**src/rtl/prbs31_sat_counter.sv**
```systemverilog
// prbs31_sat_counter: W-bit up counter that sticks at all-ones. A clear on
// the same cycle as an increment leaves the count at 1, not 0.
module prbs31_sat_counter #(
  parameter int W = 16
) (
  input  logic         clk,
  input  logic         rst,
  input  logic         clr,
  input  logic         inc,
  output logic [W-1:0] count
);

  localparam logic [W-1:0] MAX = {W{1'b1}};

  logic [W-1:0] count_reg;

  // Clear first, then let a coincident increment land; saturate at MAX.
  always_ff @(posedge clk or posedge rst) begin
    if (rst) begin
      count_reg <= '0;
    end else if (clr) begin
      count_reg <= inc ? W'(1) : '0;
    end else if (inc && (count_reg != MAX)) begin
      count_reg <= count_reg + W'(1);
    end
  end

  assign count = count_reg;

endmodule

```
**config.mk**
```make
export PLATFORM = sky130hd
export DESIGN_NAME = prbs31_sat_counter
export DESIGN_NICKNAME = d
export VERILOG_FILES = /design/src/rtl/prbs31_sat_counter.sv
export SDC_FILE = /design/constraint.sdc
export NUM_CORES = 1
export LEC_CHECK = 0
export CAP_MARGIN = 0
export CORE_AREA = 2 2 47 49
export CTS_CLUSTER_DIAMETER = 150
export DETAILED_ROUTE_END_ITERATION = 10
export DIE_AREA = 0 0 49 51
export GPL_ROUTABILITY_DRIVEN = 0
export MAX_ROUTING_LAYER = met4
export PLACE_DENSITY = 0.74
export RECOVER_POWER = 25
export SETUP_SLACK_MARGIN = 0.15
export SLEW_MARGIN = 20
export SYNTH_ARGS = -nofsm -noshare
export SYNTH_HDL_FRONTEND = slang
export SYNTH_SLANG_ARGS = --single-unit
```
**constraint.sdc**
```tcl
create_clock -name clk -period 2 [get_ports clk]
set_clock_uncertainty 0.1 [all_clocks]
set_input_delay 0.4 -clock clk [delete_from_list [all_inputs] [get_ports clk]]
set_output_delay 0.4 -clock clk [all_outputs]
set_load 0.03 [all_outputs]
```
==> flow_metrics.tcl <==
set metrics [dict create \
    status "finished clean" \
    crit_type "flip-flop to flip-flop" \
    core_area_um2 2063 \
    portBuffers 19 \
    r2r-start "count[1]" \
    dp_hpwl_um 1631 \
    drt-total-wl_um 2231 \
    fmax_mhz 550.0 \
    synthAdderAreaFrac_pct 1.353 \
    antenna_found_initial 0 \
    slew_headroom_pct 60.00 \
    cts_made_buffers 3 \
    synth_area_leaders "dfrtp_1 43%, a21oi_1 6.0%, o31ai_1 4.9%" \
    crit_start "count[1]" \
    cts_max_path_buffers 2 \
    async_reset_ff_share_pct 100.0 \
    netlist_top_cells_count "16 x dfrtp_1, 11 x a21oi_1, 8 x nand2_1" \
    synth_top_family_by_area "simple AND/OR/NAND/NOR gates" \
    dr_total_vias 901 \
    cts.sinks 16 \
    n_fill_cell 190 \
    yosys.cell_types.count 31 \
    insertion_delay_ns 0.29 \
    drt_iter0_drc 21 \
    ys_ff_latch 16 \
    drc 0 \
    worst-slew-pin-transition_ns 0.5994 \
    placed_area_um2 1227 \
    synth.net_count 101 \
    drt_first_pass_iters 4 \
    root_buffer "clkbuf_4" \
    dieArea_um2 2499 \
    min_period_ns 1.818 \
    die_h_um 51 \
    final_hold_viol_count 0 \
    drive_above_1_share_pct 26.15 \
    syn_area_um2 924.6 \
    pwr_density_cell_nw_per_um2 464.2 \
    yosys.area_share.simple_pct 30.18 \
    multi_input_area_um2 539.3 \
    fin_crit_sh_pct 90.90 \
    synth_area_leader_cell "dfrtp_1" \
    grt.overflow.total 0 \
    viasPerCell 5.703 \
    synthFlopType "dfrtp_1" \
    crit_path_start_kind "flip-flop" \
    setup_viol 0 \
    synth-compound-area-share_pct 20.70 \
    min_path_type "flip-flop to flip-flop" \
    leakagePower_nw 0.5854 \
    hold_path_depth 2 \
    synth_warnings 0 \
    synth.most_common_cell "dfrtp_1" \
    cp.arrival_ns 1.95 \
    r2r_cells 6 \
    r2r_end "count[14]" \
    rsz0062_at_grt "true" \
    grt_use_total_pct 19.87 \
    grt_max_degree 17 \
    start_util_pct 44.82 \
    holdWs_ns 0.4811 \
    irDropWorstVdd_v 0.0004441 \
    stdcell_area_um2 1295 \
    h-tree-depth 1 \
    synth_cells 96 \
    crit_fanout 4 \
    area_growth_pct 40.05 \
    largest_reg_flops 16 \
    regArea_um2 409.1 \
    die_w_um 49 \
    n_antenna_cell 0 \
    netlist.area_leader.share_pct 43.30 \
    grt_pass1_wl_um 3746 \
    synth_edf_count 0 \
    first_global_vias 848 \
    final_max_slew_viol_count 0 \
    crit_end "count[14]" \
    antenna_left 0 \
    required_ns 2.13 \
    synth_xor_area_share_pct 0.9472 \
    postCtsHoldBufs 0 \
    yosysSeqAreaShare_pct 43.30 \
    wl_per_cell_um 14.12 \
    avgSynthCellArea_um2 9.632 \
    max_cap_viol_count 0 \
    row_count 17 \
    reg2reg_slack_ns 0.18 \
    endpoint_kind "flip-flop" \
    boundaryPins 20 \
    cts.clk_slew.worst_paths_ns 0.10 \
    cts_tree "yes" \
    final_nets 136 \
    muxShareOfSynthArea_pct 1.083 \
]
==> logic make-up (layout without fill, tap and decap cells) <==
group,count (synthesis),in the layout
compound gates,27,27
xor+xnor,1,1
fa+ha+maj,1,1
buf+inv,6,40
flops,16,16
mux,1,1
simple gates,44,44
==> per-layer routing <==
metal / share of wire, % / vias to the layer above / track usage [%]
met2: 51 / 26 / 34.47
met5: 0 / - / -
met1: 45 / 423 / 23.36
met3: 2.7 / 7 / 1.754
met4: 2.1 / 0 / 10.00
li1: - / 445 / -
==> critical path, cell delays in order (launching register included) <==
cell and delay (ns):
dfrtp_2 0.44, ha_4 0.18, nand4_4 0.13, o41ai_4 0.09, buf_4 0.17, or4_1 0.49, a21oi_1 0.14
==> layout by cell type, fill, tap and decap left out, types with 2 or more instances in the layout <==
master,Yosys,final
and4_1,2,2
o21ai_1,3,3
and2_1,2,2
or3_4,1,2
nor3_1,2,2
nand2_1,8,8
buf_4,0,13
a21oi_1,11,10
a211oi_1,2,2
and3_1,2,2
nand3_1,4,3
inv_1,4,4
clkbuf_4,0,3
or4_1,5,5
nor2_1,3,3
nand4_1,5,5
dfrtp_2,0,7
o21ai_0,2,2
or3_1,5,4
dfrtp_1,16,9
dlygate4sd2_1,0,16
o31ai_1,6,5
==> timing repair <==
action                     4_1_cts  5_1_grt
gates resized for setup         16        9
buffers inserted                 1        3
pin swaps                        2        3
setup endpoints to repair       18       10
==> cell type report <==
class / instances / share of cell area [%]
clock buffers: 4 / 2.029
repair buffers: 32 / 20.87
flip-flops and latches: 16 / 31.59
multi-input cells: 74 / 41.64
inverters: 4 / 1.159
well taps: 28 / 2.705
==> worst min-delay path by stage <==
stage	from	to	slack [ns]
floorplan	rst	count[10]	0.21
global placement	count[0]	count[0]	0.45
detailed placement	count[0]	count[0]	0.46
CTS	rst	count[14]	0.41
global route	inc	count[5]	0.50
finish	count[15]	count[15]	0.48
==> power by group <==
group | internal (mW) | leakage [nW] | switching (mW)
clock network | 0.0776 | 0.0150 | 0.102
logic | 0.0366 | 0.361 | 0.0471
registers | 0.330 | 0.210 | 0.00777
==> metrics by stage <==
step	std cells	total power [mW]	setup TNS, ns	utilization [%]	setup WS (ns)
detailed placement	150	0.4241	-0.3959	59.49	-0.1361
floorplan	96	0.3900	0	-	0.1361
finish	158	0.6011	0	62.77	0.1820
global placement	150	0.4227	-0.2197	59.49	-0.06724
global route	158	0.6282	0	62.77	0.1134
CTS	155	0.6000	0	60.16	0.1536
Power figures use the tool's default switching activity.
